## config.mk

```make
export PLATFORM = sky130hd
export DESIGN_NAME = gpio_irq_ctrl
export DESIGN_NICKNAME = d
export VERILOG_FILES = /design/src/rtl/gpio_irq_ctrl.sv
export SDC_FILE = /design/constraint.sdc
export NUM_CORES = 1
export LEC_CHECK = 0
export ABC_AREA = 1
export CORE_UTILIZATION = 45
export CTS_BUF_LIST = sky130_fd_sc_hd__clkbuf_16
export DETAILED_ROUTE_END_ITERATION = 8
export DONT_BUFFER_PORTS = 1
export PLACE_DENSITY_LB_ADDON = 0.05
export SKIP_LAST_GASP = 1
export SLEW_MARGIN = 10
export SYNTH_ARGS = -nofsm -noshare
export SYNTH_HDL_FRONTEND = slang
export SYNTH_SLANG_ARGS = --single-unit
export TNS_END_PERCENT = 30
```

## constraint.sdc

```tcl
create_clock -name clk -period 2.05 [get_ports clk]
set_clock_uncertainty 0.2 [all_clocks]
set_input_delay 0.41 -clock clk [delete_from_list [all_inputs] [get_ports clk]]
set_output_delay 0.41 -clock clk [all_outputs]
set_load 0.03 [all_outputs]
```

## src/rtl/gpio_irq_ctrl.sv

```systemverilog
// GPIO interrupt controller: per-pin synchroniser and edge detect, pending/enable
// registers, lowest-index priority and a claim/complete handshake to the core.

module gpio_irq_pin #(
    parameter int SYNC_STAGES = 2
) (
    input  logic clk,
    input  logic rst,
    input  logic pin,
    output logic rise,
    output logic fall
);
    logic [SYNC_STAGES-1:0] sff;
    logic                   prev;

    // prev follows sync unconditionally so a direction flip never sees a stale edge
    always_ff @(posedge clk) begin
        if (rst) begin
            sff  <= '0;
            prev <= 1'b0;
        end else begin
            sff  <= {sff[SYNC_STAGES-2:0], pin};
            prev <= sff[SYNC_STAGES-1];
        end
    end

    assign rise = sff[SYNC_STAGES-1] & ~prev;
    assign fall = ~sff[SYNC_STAGES-1] & prev;
endmodule

module gpio_irq_ctrl #(
    parameter int NUM_PINS    = 24,
    parameter int SYNC_STAGES = 2
) (
    input  logic                        clk,
    input  logic                        rst,
    input  logic [NUM_PINS-1:0]         gpio_in_i,
    input  logic [NUM_PINS-1:0]         dir_i,
    input  logic                        cfg_we_i,
    input  logic [1:0]                  cfg_addr_i,
    input  logic [NUM_PINS-1:0]         cfg_wdata_i,
    output logic [NUM_PINS-1:0]         cfg_rdata_o,
    output logic                        irq_o,
    output logic [$clog2(NUM_PINS)-1:0] irq_id_o,
    input  logic                        claim_i,
    input  logic                        complete_i
);
    localparam int ID_W = $clog2(NUM_PINS);

    typedef enum logic [1:0] {
        S_IDLE,
        S_ASSERT,
        S_SERVICE
    } state_t;

    state_t              state_q, state_d;
    logic [NUM_PINS-1:0] reg_en, reg_rise, reg_fall, reg_pend;
    logic [NUM_PINS-1:0] rise_det, fall_det;
    logic [NUM_PINS-1:0] ev, masked, w1c, claim_clr, pend_d;
    logic [ID_W-1:0]     winner, id_d;
    logic                irq_d;

    for (genvar g = 0; g < NUM_PINS; g++) begin : g_pin
        gpio_irq_pin #(.SYNC_STAGES(SYNC_STAGES)) u_pin (
            .clk  (clk),
            .rst  (rst),
            .pin  (gpio_in_i[g]),
            .rise (rise_det[g]),
            .fall (fall_det[g])
        );
    end

    assign ev     = dir_i & ((rise_det & reg_rise) | (fall_det & reg_fall));
    assign masked = reg_pend & reg_en;
    assign w1c    = (cfg_we_i && cfg_addr_i == 2'd3) ? cfg_wdata_i : '0;

    // Scan downwards so the lowest set index is the last one written
    always_comb begin
        winner = '0;
        for (int i = NUM_PINS - 1; i >= 0; i--) begin
            if (masked[i]) winner = ID_W'(i);
        end
    end

    always_comb begin
        state_d   = state_q;
        irq_d     = irq_o;
        id_d      = irq_id_o;
        claim_clr = '0;
        case (state_q)
            S_IDLE: begin
                if (|masked) begin
                    id_d    = winner;
                    irq_d   = 1'b1;
                    state_d = S_ASSERT;
                end
            end
            S_ASSERT: begin
                // Software withdrawing the source takes priority over a claim
                if (!reg_pend[irq_id_o] || !reg_en[irq_id_o]) begin
                    irq_d   = 1'b0;
                    state_d = S_IDLE;
                end else if (claim_i) begin
                    claim_clr[irq_id_o] = 1'b1;
                    irq_d               = 1'b0;
                    state_d             = S_SERVICE;
                end
            end
            S_SERVICE: begin
                if (complete_i) state_d = S_IDLE;
            end
            default: state_d = S_IDLE;
        endcase
    end

    // New events win over any clear landing on the same bit
    assign pend_d = (reg_pend & ~(w1c | claim_clr)) | ev;

    always_ff @(posedge clk) begin
        if (rst) begin
            state_q  <= S_IDLE;
            reg_en   <= '0;
            reg_rise <= '0;
            reg_fall <= '0;
            reg_pend <= '0;
            irq_o    <= 1'b0;
            irq_id_o <= '0;
        end else begin
            state_q  <= state_d;
            reg_pend <= pend_d;
            irq_o    <= irq_d;
            irq_id_o <= id_d;
            if (cfg_we_i) begin
                case (cfg_addr_i)
                    2'd0:    reg_en   <= cfg_wdata_i;
                    2'd1:    reg_rise <= cfg_wdata_i;
                    2'd2:    reg_fall <= cfg_wdata_i;
                    default: ;
                endcase
            end
        end
    end

    always_comb begin
        case (cfg_addr_i)
            2'd0:    cfg_rdata_o = reg_en;
            2'd1:    cfg_rdata_o = reg_rise;
            2'd2:    cfg_rdata_o = reg_fall;
            default: cfg_rdata_o = reg_pend;
        endcase
    end
endmodule

```

After elaboration in Yosys (flattened, before gate mapping)
Cells that the tools add are included.
{"block": "totals", "mem_bits_ro": 0, "ramBits": 0, "ff_bits": 176, "latchBits": 0, "n_memories": 0, "word_cells": 229, "input_bits": 79}
{"block": "op_classes", "addsub": 0, "div": 0, "n_lt_le_gt_ge": 2, "multipliers": 0, "reduce_logical": 15, "shifts": 0, "n_eq_ne": 8, "bitwise": 105, "muxes": 44}
{"operator": "24-bit AND", "n": 5}
{"operator": "5-bit two-way mux", "n": 24}
{"operator": "24-bit two-way mux", "n": 4}
{"operator": "24-bit bitwise OR", "n": 3}
{"operator": "24-bit one-hot mux with 3 select lines", "n": 1}
{"operator": "1-bit AND", "n": 48}
{"operator": "1-bit inverter", "n": 48}
{"operator": "24-bit inverter", "n": 1}
{"operator": "24-bit OR reduction", "n": 1}
{"operator": "1-bit binary-select mux with 5-bit select", "n": 2}
{"operator": "2-bit two-way mux", "n": 4}
{"operator": "2-bit AND reduction", "n": 4}
{"operator": "2-bit equality test, second input constant", "n": 3}
{"operator": "5-bit by 6-bit < comparator with 1-bit output, second input constant", "n": 1}
{"operator": "1-bit two-way mux", "n": 6}
{"operator": "2-bit one-hot mux with 3 select lines", "n": 1}
{"operator": "3-bit AND reduction", "n": 2}
{"operator": "1-bit demux with 5-bit select", "n": 1}
{"operator": "5-bit by 1-bit >= comparator with 1-bit output, second input constant", "n": 1}
{"operator": "2-bit by 1-bit equality test with 1-bit output, second input constant", "n": 2}
{"operator": "2-bit zero test", "n": 2}
{"operator": "2-bit inequality test, second input constant", "n": 2}
{"operator": "3-bit inequality test, second input constant", "n": 1}
{"operator": "1-bit logical AND", "n": 2}
{"operator": "other kinds (4)", "n": 5}

Longest topological paths before layout
Gate-level depths: netlist of the first run.
{"block": "logic_depth", "word_depth": 25, "mapped_depth": 26}

Hierarchy
Synthesis of the first run repeated with hierarchy kept, for this count alone.
{"block": "unflattened", "hier_cells": 1089, "area_unflattened_um2": 7726.2}
{"mod": "gpio_irq_ctrl", "seq_area_each_um2": 2082.0, "area_per_inst_um2": 5474.0, "n_inst": 1, "cells_each": 801}
{"mod": "gpio_irq_pin", "seq_area_each_um2": 60.1, "area_per_inst_um2": 93.8, "n_inst": 24, "cells_each": 12}

Worst setup path before layout of the first run
OpenSTA, ideal clock, no wires.
{"block": "synth_path", "path_kind": "flip-flop to flip-flop", "startpoint": "register irq_id_o[0]", "endpoint": "register reg_pend[17]", "slack_ps": -264, "arrival_ps": 1982, "period_less_slack_ps": 2314, "required_ps": 1718, "stages_incl_launch_ff": 17, "path_buffers": 3, "setup_ps": 132, "cell_sequence": "dfxtp_1 > buf_6 > clkinv_4 > nor2_2 > buf_6 > nand2_1 > o21ai_0 > o21ai_0 > nand2_1 > a221oi_2 > nand3_1 > nand3_2 > inv_2 > buf_6 > nand3_1 > o211ai_1 > a21oi_1"}
{"block": "synth_between", "elab_chain_len": 11}
{"item": "from (decl)", "line": "44", "rtl": "output logic [$clog2(NUM_PINS)-1:0] irq_id_o,"}
{"item": "from (signal assigned)", "line": "132", "rtl": "irq_id_o <= id_d;"}
{"item": "5-bit by 6-bit < comparator with 1-bit output (implied by the code) or 5-bit by 1-bit >= comparator with 1-bit output (tied branches)", "line": "104", "rtl": "claim_clr[irq_id_o] = 1'b1;"}
{"item": "1-bit logical AND (implied by the code)", "line": "104"}
{"item": "1-bit two-way mux (implied by the code)", "line": "104"}
{"item": "1-bit demux with 5-bit select", "line": "104"}
{"item": "24-bit two-way mux", "line": "103", "rtl": "end else if (claim_i) begin"}
{"item": "24-bit two-way mux *", "line": "100", "rtl": "if (!reg_pend[irq_id_o] || !reg_en[irq_id_o]) begin"}
{"item": "24-bit two-way mux *", "line": "90", "rtl": "case (state_q)"}
{"item": "24-bit bitwise OR *", "line": "117", "rtl": "assign pend_d = (reg_pend & ~(w1c | claim_clr)) | ev;"}
{"item": "24-bit inverter *", "line": "117"}
{"item": "24-bit AND *", "line": "117"}
{"item": "24-bit bitwise OR *", "line": "117"}
{"item": "to (signal assigned)", "line": "130", "rtl": "reg_pend <= pend_d;"}
{"item": "to (decl)", "line": "57", "rtl": "logic [NUM_PINS-1:0] reg_en, reg_rise, reg_fall, reg_pend;"}
Mark *: on every way between the ends. The rest lies on a longest branch, timed or not. The select of a mux whose other input is x is not followed.
A chain may end at the register's enable or synchronous reset.

Final worst setup path of the first run
{"block": "layout_path", "startpoint": "register irq_id_o[0]", "endpoint": "register reg_pend[2]"}
Same word-level chain as after synthesis.

==> qor.yml, run 1 <==
syn-cell-area_sq_mm: 0.00748
cts_tree: "done"
syn_inst: 1038
ioPinCount: 109
reg2regPathDepth: 13
clockRootBuffer: "clkbuf_16"
maxCapViolations: 0
cp_slowest_cell: "dfxtp_4"
grt_util_all_layers_pct: 29.2
drc: 0
leakage_nw: 4.40
ant_nets: 0
clk_latency_ns: 0.44
place.detailed.hpwl_microns: 16200
wl_met2_microns: 10300
clk_pin_slew_ns: 0.07
cp-end-kind: "flip-flop"
dpl_cell_area_sq_mm: 0.00845
finalCritPeriodShare_pct: 108
dr.pass1.iters: 8
grt_pass1_wl_microns: 37500
path_depth: 13
final_area_sq_mm: 0.0104
dp_cells: 1288
cts_buffer_depth: 2
slowest_delay_ns: 0.42
wl_met1_microns: 11700
fmax_mhz: 454
worst_pin_slew_ns: 0.485
wire_per_inst_microns: 16.5
drive_above_1_share_pct: 13.0
setup_tns_ns: -3.02
path_cells: "nor2_4 -> buf_12 -> a22oi_1 -> o221ai_1 -> nand2_1 -> nand4_1 -> a221o_1 -> nand3_2 -> inv_4 -> buf_12 -> nand3_1 -> o211ai_1 -> a21oi_1"
crit_family: "compound AO/OA/AOI/OAI gates"
final_cell_mix: "dfxtp_1 (169), nand2_1 (163), inv_1 (148), dlygate4sd3_1 (129), nor2_1 (121)"
run_status: "finished, violations left"
drv_slew: 0
antenna_found_initial: 1
die_x_microns: 131
grt_pass1_vias: 7146
start_kind: "flip-flop"
die_y_microns: 131
rsz0062_at_grt: "yes"
crit_start: "irq_id_o[0]"
yosys_warnings: 0
postLayoutCoreUtil_pct: 64.8
min_path_cells: 2
setup_ws_ns: -0.155
syn_avg_cell_area_sq_um: 7.21
area_growth_pct: 39.0
nets: 1300
initial_core_util_pct: 46.6
seq_area_frac_synth_pct: 47.1
relSlewSlack_pct: 67.7
crit-reg2reg-launch: "irq_id_o[0]"
synth_cell_types: 31
num_vias: 7542
cts.sinks: 176
violations: "negative setup slack"
min_period_ns: 2.20
rows: 46
portBuffers: 0
fp.coreArea_sq_mm: 0.0161
die_area_sq_mm: 0.0172
layout_commonest_cell: "dfxtp_1"
syn-num-nets: 1117
vdd_drop_max_mv: 0.570
grt_max_degree: 83
vias_per_cell: 5.20
crit_required_ns: 2.23
top_layer: "met4"
place_congestion: 0.902
cts-buffers-inserted: 17
fin_cells: 1451
hold_start: "rst"
ys_ff_latch: 176
crit_path_frequent_cell: "buf_12"
path_class: "reg2reg"
timing.final.hold_violations: 0
drt_wl_total_microns: 23900
cts-htree-levels: 4
drt-initial-drc-count: 570
worstHoldPathType: "in2reg"
crit_arrival_ns: 2.38
met3_length_microns: 1470
power.density_mw_per_mm2: 732
final-setup-viol-count: 29
grt_overflow_total: 0
crit_fanout: 13
crit_buf_inv: 3
-- stage by stage --
stage	setup WS, ns	hold slack, ns	total power [mW]
2_1_floorplan	-0.0749	0.188	4.06
3_3_place_gp	-0.100	0.189	4.25
3_5_place_dp	-0.127	0.193	4.25
4_1_cts	-0.152	0.0274	7.67
5_1_grt	-0.308	0.0467	7.90
6_report	-0.155	0.0386	7.62
-- timing repair --
| action | CTS | global route |
|---|---|---|
| setup buffers | 0 | 0 |
| hold buffers | 130 | 0 |
| setup endpoints to repair | 28 | 36 |
| hold endpoints to repair | 174 | 0 |
| pin swaps | 2 | 8 |
| gates resized for setup | 2 | 14 |
-- cell usage after synthesis --
master / instances / share of area [%]
a31oi_1: 2 / 0.17
o211ai_1: 8 / 0.80
nand4_1: 1 / 0.084
a22oi_2: 1 / 0.17
a21oi_1: 113 / 7.6
buf_4: 1 / 0.10
o221ai_1: 6 / 0.70
dfxtp_1: 176 / 47
clkbuf_1: 43 / 2.2
nand3_1: 73 / 4.9
nand3_2: 1 / 0.13
a22oi_1: 10 / 1.0
nor3_1: 7 / 0.47
o2111ai_1: 8 / 0.94
inv_1: 148 / 7.4
clkinv_1: 1 / 0.050
a221o_1: 1 / 0.13
inv_2: 1 / 0.050
clkbuf_2: 1 / 0.067
a211oi_1: 3 / 0.30
clkinv_4: 1 / 0.12
a221oi_2: 1 / 0.20
o21ai_0: 90 / 6.0
buf_1: 1 / 0.050
nor2_1: 123 / 6.2
nand2_1: 169 / 8.5
buf_6: 4 / 0.60
nor2_2: 2 / 0.17
o22ai_1: 16 / 1.3
o31ai_1: 25 / 2.5
nand3b_1: 1 / 0.10
-- registers in the layout, summed over array words and instances (netlist names) --
name / flops
g_pin.u_pin.prev: 24
reg_rise: 24
reg_fall: 24
state_q: 2
reg_en: 24
irq_id_o: 5
reg_pend: 24
g_pin.u_pin.sff: 48
irq_o: 1
-- logic make-up after synthesis --
logic type / after synthesis / share of synthesized area, %
buffers and inverters: 201 / 10.6
and+or+nand+nor: 377 / 20.5
AOI/OAI and AO/OA: 284 / 21.8
DFF: 176 / 47.1
-- metal layers --
metal,vias up,track usage (%)
met5,-,0
met4,0,8.86
met3,38,6.80
met2,220,44.6
met1,3491,40.9
li1,3793,-
-- layout make-up --
cell class / count / area [sq um]
Fill cell: 1447 / 5650
Sequential cell: 176 / 3540
Multi-Input combinational cell: 661 / 3300
Timing Repair Buffer: 214 / 2120
Inverter: 151 / 582
Clock buffer: 17 / 425
Tap cell: 216 / 270
Clock inverter: 15 / 171
Antenna cell: 1 / 2.50
-- final timing paths --
path,end,slack [ns]
max,reg_pend[2],-0.15
min,reg_pend[20],0.04
max reg2reg,reg_pend[2],-0.15
min reg2reg,reg_fall[0],0.27
-- power by group --
group / leakage [nW] / internal [mW] / switching [mW] / total, mW
logic: 2.67 / 0.342 / 0.416 / 0.759
clock network: 0.284 / 1.64 / 1.60 / 3.23
registers: 1.44 / 3.55 / 0.0745 / 3.62
Note: power is estimated with default switching activity, not from simulation.
==> run 2, diff against run 1 <==
==> constraint.sdc (replaced) <==
create_clock -name clk -period 2.8 [get_ports clk]
set_clock_uncertainty 0.2 [all_clocks]
set_input_delay 0.56 -clock clk [delete_from_list [all_inputs] [get_ports clk]]
set_output_delay 0.56 -clock clk [all_outputs]
set_load 0.03 [all_outputs]
==> qor.yml, run 2 (synthesis results as in run 1) <==
hold_ws_ns: 0.0155
relSlewSlack_pct: 50.5
power.density_mw_per_mm2: 632
portBuffers: 0
layout_commonest_cell: "dfxtp_1"
maxCapViolations: 0
fin_cells: 1290
clk_latency_ns: 0.44
grt_pass1_wl_microns: 34000
drive_above_1_share_pct: 8.57
ant_nets: 0
grt_max_degree: 108
run_status: "complete, no violations"
largest_reg_flops: 48
leakage_nw: 3.47
cts.sinks: 176
die_area_sq_mm: 0.0172
crit_arrival_ns: 2.80
setup_ws_ns: 0.113
worst_pin_slew_ns: 0.742
place_ws_ns: 0.201
setup_tns_ns: 0
grt_pass1_vias: 6126
crit_fanout: 16
fp.coreArea_sq_mm: 0.0161
postCtsSetupRepairBufs: 0
cts_buffer_depth: 2
die_y_microns: 131
drc: 0
rsz0062_at_grt: "yes"
clk_pin_slew_ns: 0.07
cp_slowest_cell: "dfxtp_1"
path_cells: "nand2_1 -> o21ai_0 -> o21ai_0 -> nand2_1 -> a221oi_2 -> nand3_1 -> nand3_2 -> inv_2 -> nand2_1 -> o21ai_0 -> a211oi_1"
antenna_found_initial: 0
dp_cells: 1256
start_kind: "flip-flop"
cp-end-kind: "flip-flop"
drt_wl_total_microns: 22300
min_period_ns: 2.69
grt_overflow_total: 0
drt-initial-drc-count: 623
clockRootBuffer: "clkbuf_16"
nets: 1140
grt_util_all_layers_pct: 27.0
dr.pass1.iters: 5
finalCritPeriodShare_pct: 96.0
regMostFlops: "g_pin.u_pin.sff"
crit_family: "simple AND/OR/NAND/NOR gates"
place_congestion: 0.888
ioPinCount: 109
final-setup-viol-count: 0
slowest_delay_ns: 0.68
area_growth_pct: 15.6
cts-htree-levels: 4
final_cell_mix: "dfxtp_1 (176), nand2_1 (169), inv_1 (148), nor2_1 (122), a21oi_1 (113)"
worstHoldPathType: "in2reg"
antennaDiodeCount: 0
crit_buf_inv: 1
initial_core_util_pct: 46.6
die_x_microns: 131
cts_tree: "done"
wire_per_inst_microns: 17.3
crit_required_ns: 2.91
rows: 46
fmax_mhz: 372
timing.final.hold_violations: 0
cts-buffers-inserted: 17
place.detailed.hpwl_microns: 15500
postLayoutCoreUtil_pct: 53.9
vias_per_cell: 5.31
vdd_drop_max_mv: 0.496
drv_slew: 0
num_vias: 6848
path_class: "reg2reg"
## run 2: area by class of cell
cell class              count  area [sq um]
clock buffers              17           425
clock inverters            15           171
fillers                  1572          7410
inverters                 151           572
multi-input cells         661          3170
flip-flops and latches    176          3520
well taps                 216           270
repair buffers             54           515
## run 2: what timing repair did
action | CTS | global route
hold buffers | 2 | 0
hold endpoints to repair | 107 | 0
setup endpoints to repair | 0 | 10
resized for setup | 0 | 1
## run 2: path summary, 6_finish.rpt
| check | slack (ns) | endpoint | from | cells after the start |
|---|---|---|---|---|
| max reg2reg | 0.11 | state_q[1] | irq_id_o[1] | 11 |
| min reg2reg | 0.20 | g_pin[21].u_pin.sff[1] | g_pin[21].u_pin.sff[0] | 2 |
| max | 0.11 | state_q[1] | irq_id_o[1] | 11 |
| min | 0.02 | g_pin[1].u_pin.sff[0] | gpio_in_i[1] | 2 |
## run 2: report_power, final
group | leakage (nW) | switching (mW) | internal (mW)
clock network | 0.283 | 1.12 | 1.27
registers | 1.44 | 0.0549 | 2.60
logic | 1.75 | 0.279 | 0.139
total | 3.47 | 1.46 | 4.01
## run 2: metrics by stage
step                      power [mW]  instance area, sq um
after floorplan                 2.97                  7480
after global placement          3.09                  8010
after detailed placement        3.10                  8010
after CTS                       5.51                  8650
after global routing            5.68                  8650
final                           5.47                  8650
## run 2: layer usage
layer	wire, microns	part of all wire, %	up-vias	global-route usage [%]
met3	1630	7.3	24	6.72
met2	9430	42	233	39.6
met5	0	0	-	0
met4	327	1.5	0	8.18
met1	10900	49	3121	38.7
li1	-	-	3470	-
==> run 3, diff against run 2 <==
--- a/config.mk
+++ b/config.mk
@@ -10,10 +10,10 @@
 export CTS_BUF_LIST = sky130_fd_sc_hd__clkbuf_16
 export DETAILED_ROUTE_END_ITERATION = 8
 export DONT_BUFFER_PORTS = 1
-export PLACE_DENSITY_LB_ADDON = 0.05
 export SKIP_LAST_GASP = 1
 export SLEW_MARGIN = 10
 export SYNTH_ARGS = -nofsm -noshare
 export SYNTH_HDL_FRONTEND = slang
+export SYNTH_HIERARCHICAL = 1
 export SYNTH_SLANG_ARGS = --single-unit
 export TNS_END_PERCENT = 30
==> constraint.sdc (replaced) <==
create_clock -name clk -period 2.8 [get_ports clk]
set_clock_uncertainty 0.2 [all_clocks]
set_input_delay 0.42 -clock clk [delete_from_list [all_inputs] [get_ports clk]]
set_output_delay 0.42 -clock clk [all_outputs]
set_load 0.03 [all_outputs]
==> qor.yml, run 3 <==
worstHoldPathType: "in2reg"
worst_pin_slew_ns: 0.702
wire_per_inst_microns: 15.7
final_cell_mix: "nand2_1 (231), nor2_1 (180), dfxtp_1 (174), inv_1 (154), dlygate4sd3_1 (119)"
die_x_microns: 133
synth_commonest_cells: "nand2_1 (232), nor2_1 (184), dfxtp_1 (176), inv_1 (154), a21oi_1 (87)"
clockRootBuffer: "clkbuf_16"
vdd_drop_max_mv: 0.482
syn_avg_cell_area_sq_um: 7.09
synthArstFlopShare_pct: 0
timing.final.hold_violations: 0
yosys_warnings: 6
cp_slowest_cell: "dlygate4sd3_1"
fill_cells: 1589
cp-end-kind: "flip-flop"
syn-num-nets: 1168
cts_buffer_depth: 2
cellInternalPower_mw: 4.20
hold_ws_ns: 0.0209
syn-cell-area_sq_mm: 0.00773
finalCritPeriodShare_pct: 91.8
synth_cell_types: 35
swShare_pct: 24.3
dr.pass1.iters: 7
crit_arrival_ns: 2.69
pwr-share-seq_pct: 47.8
place_ws_ns: 0.331
crit_path_frequent_cell: "nand3_1"
grt_pass1_wl_microns: 37100
relSlewSlack_pct: 53.0
final_area_sq_mm: 0.0100
seq_area_frac_synth_pct: 45.6
grt_pass1_vias: 7333
ant_nets: 0
final-setup-viol-count: 0
ys_ff_latch: 176
die_area_sq_mm: 0.0177
dp_cells: 1314
path_class: "reg2reg"
num_vias: 7598
p_switching_mw: 1.35
drt_wl_total_microns: 23000
initial_core_util_pct: 46.3
fmax_mhz: 389
drc: 0
dpl_cell_area_sq_mm: 0.00819
place.detailed.hpwl_microns: 14500
place_congestion: 0.868
postLayoutCoreUtil_pct: 60.0
nets: 1312
cts-htree-levels: 4
synth_top_area_share_pct: 45.6
ys_top_cells_by_area: "dfxtp_1 (46%), nand2_1 (11%), nor2_1 (8.9%), inv_1 (7.5%), a21oi_1 (5.6%)"
drive_above_1_share_pct: 8.19
postCtsSetupRepairBufs: 0
grt_util_all_layers_pct: 26.9
setup_tns_ns: 0
min_period_ns: 2.57
vias_per_cell: 5.18
clk_pin_slew_ns: 0.07
largest_reg_flops: 48
regMostFlops: "g_pin.u_pin/sff"
leakage_nw: 4.21
portBuffers: 0
drt-initial-drc-count: 506
clockPowerShare_pct: 43.9
layout_commonest_cell: "nand2_1"
clk_latency_ns: 0.43
run_status: "complete, no violations"
drv_slew: 0
grt_max_degree: 116
syn_inst: 1089
fp.coreArea_sq_mm: 0.0167
pwr-share-comb_pct: 8.3
path_cells: "nor2_4 -> a22oi_1 -> o211ai_1 -> nand2_1 -> nand2_1 -> nor2_1 -> nand3_1 -> nand3_2 -> inv_4 -> nand3_1 -> nand3_1 -> a21oi_1 -> dlygate4sd3_1"
setup_ws_ns: 0.230
cts.sinks: 176
ioPinCount: 109
maxCapViolations: 0
area_growth_pct: 29.7
ys_dominant_reg_cell: "dfxtp_1"
cts_tree: "done"
slowest_delay_ns: 0.57
rows: 47
power.total_mw: 5.54
cts-buffers-inserted: 17
synth_enable_flop_cells: 0
crit_required_ns: 2.92
yosysTopAreaCell: "dfxtp_1"
die_y_microns: 133
fin_cells: 1467
grt_overflow_total: 0
crit_fanout: 12
rsz0062_at_grt: "no"
power.density_mw_per_mm2: 553
yosysMostFrequentCell: "nand2_1"
antenna_found_initial: 0
start_kind: "flip-flop"
[run 3: changes by cell type in the layout (fill, tap and decap cells not counted), sizes merged, moves of 25 or more]
cell         before  now
dlygate4sd3       1  119
o21ai            90   23
nand2           169  234
nor2            125  186
a211oi            3   34
a21oi           113   88
[run 3: cell families after synthesis]
logic type,synth area share [%]
buffers and inverters,10.1
AND/OR/NAND/NOR,26.0
AO/OA/AOI/OAI,18.3
flip-flops,45.6
[run 3: timing repair]
item,4_1_cts,5_1_grt
hold endpoints to repair,176,0
hold buffers,120,0
setup endpoints to repair,0,4
resized for setup,0,7
[run 3: final cells by class]
| type | count | area [sq um] | share of cell area, % |
|---|---|---|---|
| Sequential cell | 176 | 3530 | 35.2 |
| Multi-Input combinational cell | 712 | 3440 | 34.3 |
| Timing Repair Buffer | 169 | 1590 | 15.8 |
| Inverter | 157 | 594 | 5.93 |
| Clock buffer | 17 | 425 | 4.25 |
| Tap cell | 220 | 275 | 2.75 |
| Clock inverter | 15 | 166 | 1.66 |
| Antenna cell | 1 | 2.50 | 0.0250 |
[run 3: critical path: cells and delay by family, from the launching register on]
kind	cells	cell delay, ns
AO/OA/AOI/OAI	3	0.32
buffers and inverters	2	0.69
flip-flops	1	0.38
AND/OR/NAND/NOR	8	0.85
[run 3: power groups by stage]
stage | clock network, mW | logic, mW | registers (mW)
after global placement | 0 | 0.296 | 2.70
after CTS | 2.47 | 0.458 | 2.65
after detailed placement | 0 | 0.301 | 2.70
after floorplan | 0 | 0.242 | 2.69
after global routing | 2.57 | 0.508 | 2.66
final | 2.43 | 0.462 | 2.65
[run 3: path summary, 6_finish.rpt]
check,from,end,slack (ns),cells after the start
worst min-delay path,complete_i,state_q[1],0.02,2
worst max-delay path,irq_id_o[0],reg_pend[20],0.23,13
worst min register to register,g_pin[2].u_pin/sff[0],g_pin[2].u_pin/sff[1],0.20,2
worst max register to register,irq_id_o[0],reg_pend[20],0.23,13
[run 3: routing by layer]
metal	GRT usage (%)	wire, microns	part of all wire (%)	vias to the layer above
met4	8.88	401	1.7	0
met1	33.5	10300	45	3530
met3	6.36	1300	5.6	38
li1	-	-	-	3833
met5	0	0	0	-
met2	45.4	11000	48	197
==> patch 1, RTL diff (config.mk and constraints of run 2) <==
Re-encode `state_t` (3 states) as one-hot, 3 bits wide.
--- a/src/rtl/gpio_irq_ctrl.sv
+++ b/src/rtl/gpio_irq_ctrl.sv
@@ -48,8 +48,8 @@
     localparam int ID_W = $clog2(NUM_PINS);
 
-    typedef enum logic [1:0] {
-        S_IDLE,
-        S_ASSERT,
-        S_SERVICE
+    typedef enum logic [2:0] {
+        S_IDLE    = 3'b001,
+        S_ASSERT  = 3'b010,
+        S_SERVICE = 3'b100
     } state_t;
 
Behaviour: same outputs for any inputs over 4 cycles, from zero or initial values and one cycle with rst high; so few cycles prove little.
==> patch 1 against run 2 <==
  * Area after synthesis up 0.57%
  * Sequential cell count increased by 1
  * Design area increased by 1.9%
  * Routed wire length is 3.7% higher
  * Core utilization is 0.85 points higher
  * Power increased by 4.0%
  * Sequential share of layout area fell by 0.55 points
  * Worst setup slack gained 0.12 ns
  * Largest cell class unchanged
  * Highest routed layer unchanged
==> patch 1: results (changes against run 2) <==
| Metric | Value |
|---|---|
| Fin cells | 1302 (was 1290) |
| Non-clk invs | 156 (was 151) |
| Compound-Gate Fraction of Synth Area | 21.7% (was 21.8%) |
| HP Start | gpio_in_i[16] (was gpio_in_i[1]) |
| Post-Route M1 WL | 10.9 mm (about the same) |
| WHS Endpoint | g_pin[16].u_pin.sff[0] (was g_pin[1].u_pin.sff[0]) |
| Met1 Use GR | 39.4% (was 38.7%) |
| R2R depth | 13 (was 11) |
| Leakage power | 3.56 nW (was 3.47 nW) |
| Placed cell areas | 0.00815 mm^2 (was 0.00801 mm^2) |
| Switch Pwr | 1.52 mW (was 1.46 mW) |
| Status | completed (unchanged) |
| Met3 routed WL | 1.85 mm (was 1.63 mm) |
| Routed met2 length | 9.88 mm (was 9.43 mm) |
| Hold Slack | 0.0161 ns (was 0.0155 ns) |
| Layout non-clock buf frac | 6.75% (was 5.96%) |
| #FFs+latches synth | 177 (was 176) |
| VDD IR max | 0.428 mV (was 0.496 mV) |
| Crit path max fanout | 19 (was 16) |
| Synth area leaders | dfxtp_1 (47%), nand2_1 (8.0%), a21oi_1 (7.7%) (was dfxtp_1 (47%), nand2_1 (8.5%), a21oi_1 (7.6%)) |
| Hold Path Stages | 2 (unchanged) |
| #MultiIn Comb | 660 (was 661) |
| Worst path max stage delay | 0.45 ns (was 0.68 ns) |
| Slew @ Worst Pin | 0.839 ns (was 0.742 ns) |
| Global-route wire length before repair | 37.1 mm (was 34.0 mm) |
| Grt met2 use | 41.7% (was 39.6%) |
| Pre-CTS WS | 0.239 ns (was 0.201 ns) |
| Cells after DPL | 1267 (was 1256) |
| Avg Synthesized Cell Area | 7.23 um^2 (was 7.21 um^2) |
| 1st-iter DRT viols | 643 (was 623) |
| Clock network area share | 6.98% (was 6.90%) |
| Total GRT Usage | 27.7% (was 27.0%) |
| Synth top cells by count | dfxtp_1 (177), nand2_1 (161), inv_1 (154), nor2_1 (121), a21oi_1 (116) (was dfxtp_1 (176), nand2_1 (169), inv_1 (148), nor2_1 (123), a21oi_1 (113)) |
| Flop2flop setup slack | 0.24 ns (was 0.11 ns) |
| Share of cells above drive strength 1 | 9.58% (was 8.57%) |
| Largest net degree at the start of global routing | 96 (was 108) |
| Register Area | 0.00354 mm^2 (was 0.00352 mm^2) |
| Multi-input gate share of the layout cell area | 36.3% (was 36.7%) |
| Vias in the first global route | 6600 (was 6126) |
| Wire per inst | 17.7 um (was 17.3 um) |
| Non-CTS buffers | 61 (was 54) |
| Sequential share of cell area | 40.2% (was 40.7%) |
| Layout net count | 1152 (was 1140) |
| Arrival @ worst endpoint | 2.71 ns (was 2.80 ns) |
| Final min period | 2.56 ns (was 2.69 ns) |
| Vias | 7026 (was 6848) |
| Diodes inserted | 0 (unchanged) |
| Netlist cell types | 32 (was 31) |
| I/O Buffers | 0 (unchanged) |
[patch 1: cell types whose count changed after synthesis, sizes merged, moves of 2 or more]
cell,change
a21oi,+3
a221oi,+3
clkbuf,-3
inv,+6
nand2,-7
nand3,+2
nor2,-3
nor4,+2
o2111ai,-5
o211ai,+3
o22ai,+3
[patch 1: cells by family (layout without fill, tap and decap cells)]
kind of cell | count (synthesis) | in the layout
simple gates | 374 | 374
flops | 177 | 177
compound gates | 286 | 286
buf+inv | 204 | 249
[patch 1: power by group through the flow]
stage                     Clock [mW]  Sequential (mW)  Combinational, mW
after floorplan                    0             2.73              0.329
after global placement             0             2.75              0.457
after detailed placement           0             2.75              0.461
after CTS                       2.53             2.69              0.497
after global routing            2.64             2.70              0.550
final                           2.50             2.69              0.498
[patch 1: timing repair]
item                                    in CTS  in global routing
hold buffers                                 3                  0
gates resized for setup                      0                  3
endpoints found under the hold margin       95                  0
endpoints found under the setup margin       0                  2
setup buffers                                0                  0
==> patch 2, RTL diff (config.mk and constraints of run 2) <==
Without the edit above. Set the parameter `NUM_PINS` to 48 (it was 24).
--- a/src/rtl/gpio_irq_ctrl.sv
+++ b/src/rtl/gpio_irq_ctrl.sv
@@ -30,5 +30,5 @@
 
 module gpio_irq_ctrl #(
-    parameter int NUM_PINS    = 24,
+    parameter int NUM_PINS    = 48,
     parameter int SYNC_STAGES = 2
 ) (
Ports: changed (5 resized); port bits go from 109 to 206. The function was not compared with the original's and may differ.
==> patch 2 against run 2 <==
  * Largest power group unchanged
  * Largest cell class unchanged
  * Design area rose by 130%
  * Maximum frequency fell by 16%
  * The run now ends with hold timing, setup timing left
  * Highest routed layer unchanged
  * Power rose by 110%
  * Via count rose by 110%
  * Sequential cell count rose by 169
  * Routed wire length rose by 120%
  * Worst setup slack got worse by 0.51 ns
  * Area after synthesis rose by 94%
==> patch 2: results (changes against run 2) <==
| Metric | Value |
|---|---|
| Status | finished, violations left (was completed) |
| Failing checks | hold timing, setup timing |
| Diodes inserted | 0 (unchanged) |
| Leakage power | 8.40 nW (was 3.47 nW) |
| Root Buffer | clkbuf_16 (unchanged) |
| Ys async rst share | 0% (unchanged) |
| Synth area leaders | dfxtp_1 (48%), a21oi_1 (8.1%), inv_1 (7.7%) (was dfxtp_1 (47%), nand2_1 (8.5%), a21oi_1 (7.6%)) |
| 1st-iter DRT viols | 921 (was 623) |
| Initial DRT Pass Iterations | 6 (was 5) |
| Worst path max stage delay | 0.32 ns (was 0.68 ns) |
| Sequential area share after synthesis | 47.6% (was 47.1%) |
| Detail Placement HPWL | 32.0 mm (was 15.5 mm) |
| Vias | 14400 (was 6848) |
| Critical-path top delay cell | dfxtp_2 (was dfxtp_1) |
| Internal Dissipation | 8.60 mW (was 4.01 mW) |
| Largest net degree at the start of global routing | 203 (was 108) |
| Slew @ Worst Pin | 0.687 ns (was 0.742 ns) |
| Residual DRC count | 0 (unchanged) |
| Arrival @ worst endpoint | 3.40 ns (was 2.80 ns) |
| Avg Synthesized Cell Area | 7.19 um^2 (was 7.21 um^2) |
| CTS Buf Count | 39 (was 17) |
| Global-route wire length before repair | 75.5 mm (was 34.0 mm) |
| VDD IR max | 0.509 mV (was 0.496 mV) |
| Max clock buf depth | 3 (was 2) |
| Pre-CTS WS | -0.363 ns (was 0.201 ns) |
| Max reg flops | 96 (was 48) |
| Fin Setup TNS | -2.52 ns (was 0 ns) |
| Netlist cell types | 34 (was 31) |
| Wire per inst | 17.8 um (was 17.3 um) |
| Final setup vio count | 20 (was 0) |
| Total GRT Usage | 28.9% (was 27.0%) |
| Crit path max fanout | 2 (was 16) |
| Placed cell areas | 0.0162 mm^2 (was 0.00801 mm^2) |
| Final hold vios | 21 (was 0) |
| Net Count, Synth | 2169 (was 1117) |
| Top delay family on crit path | simple AND/OR/NAND/NOR gates (unchanged) |
| Cells after DPL | 2477 (was 1256) |
| Worst-skew pair later-pin latency | 0.52 ns (was 0.44 ns) |
| Crit. Startpoint | reg_pend[47] (was irq_id_o[1]) |
| CTS H-tree depth | 2 (was 4) |
| HP Start | rst (was gpio_in_i[1]) |
| Hold Slack | -0.0835 ns (was 0.0155 ns) |
| Clk slew on worst S/H paths | 0.06 ns |
| Final worst setup slack | -0.396 ns (was 0.113 ns) |
| GP Congestion | 0.908 (was 0.888) |
| Number of antenna violations at the first check in global routing | 1 (was 0) |
| Share of cells above drive strength 1 | 12.0% (was 8.57%) |
| Vias/cell | 5.26 (was 5.31) |
| Synth top cells by count | dfxtp_1 (345), inv_1 (298), nand2_1 (296), nor2_1 (248), a21oi_1 (235) (was dfxtp_1 (176), nand2_1 (169), inv_1 (148), nor2_1 (123), a21oi_1 (113)) |
-- patch 2: timing repair --
| item | CTS | global route |
|---|---|---|
| setup endpoints to repair | 56 | 55 |
| setup buffers | 10 | 4 |
| pin swaps | 2 | 5 |
| gates resized for setup | 18 | 20 |
| gates cloned | 0 | 3 |
| endpoints found under the hold margin | 217 | 49 |
| hold buffers | 183 | 3 |
-- patch 2: power groups by stage --
| stage | Clock, mW | Combinational, mW | Sequential (mW) |
|---|---|---|---|
| after global placement | 0 | 0.822 | 5.31 |
| final | 5.03 | 1.01 | 5.21 |
| after CTS | 5.11 | 1.00 | 5.21 |
| after detailed placement | 0 | 0.833 | 5.32 |
| after floorplan | 0 | 0.558 | 5.29 |
| after global routing | 5.34 | 1.11 | 5.23 |
-- patch 2: cells by family after synthesis --
group           after synthesis  synth area share, %
flops                       345                 47.6
buf+inv                     415                 10.8
compound gates              594                 23.1
simple gates                664                 18.6
-- patch 2: cell type report --
type | instances | area [um^2]
fillers | 2903 | 12000
inverters | 316 | 1200
flip-flops and latches | 345 | 6920
clock inverters | 23 | 195
clock buffers | 42 | 1050
repair buffers | 359 | 3610
well taps | 402 | 503
multi-input cells | 1258 | 6200
-- patch 2: routing by layer --
layer / global-route usage, % / wire, um
met1: 38.1 / 21700
met2: 48.3 / 22500
met3: 4.87 / 3360
met4: 8.51 / 1220
met5: 0 / 0
-- patch 2: path summary, 6_finish.rpt --
check            endpoint  slack [ns]  depth (start not counted)
min          reg_pend[30]       -0.08                          1
max           irq_id_o[0]       -0.40                         50
max reg2reg   irq_id_o[0]       -0.40                         50
min reg2reg  reg_fall[28]        0.27                          2
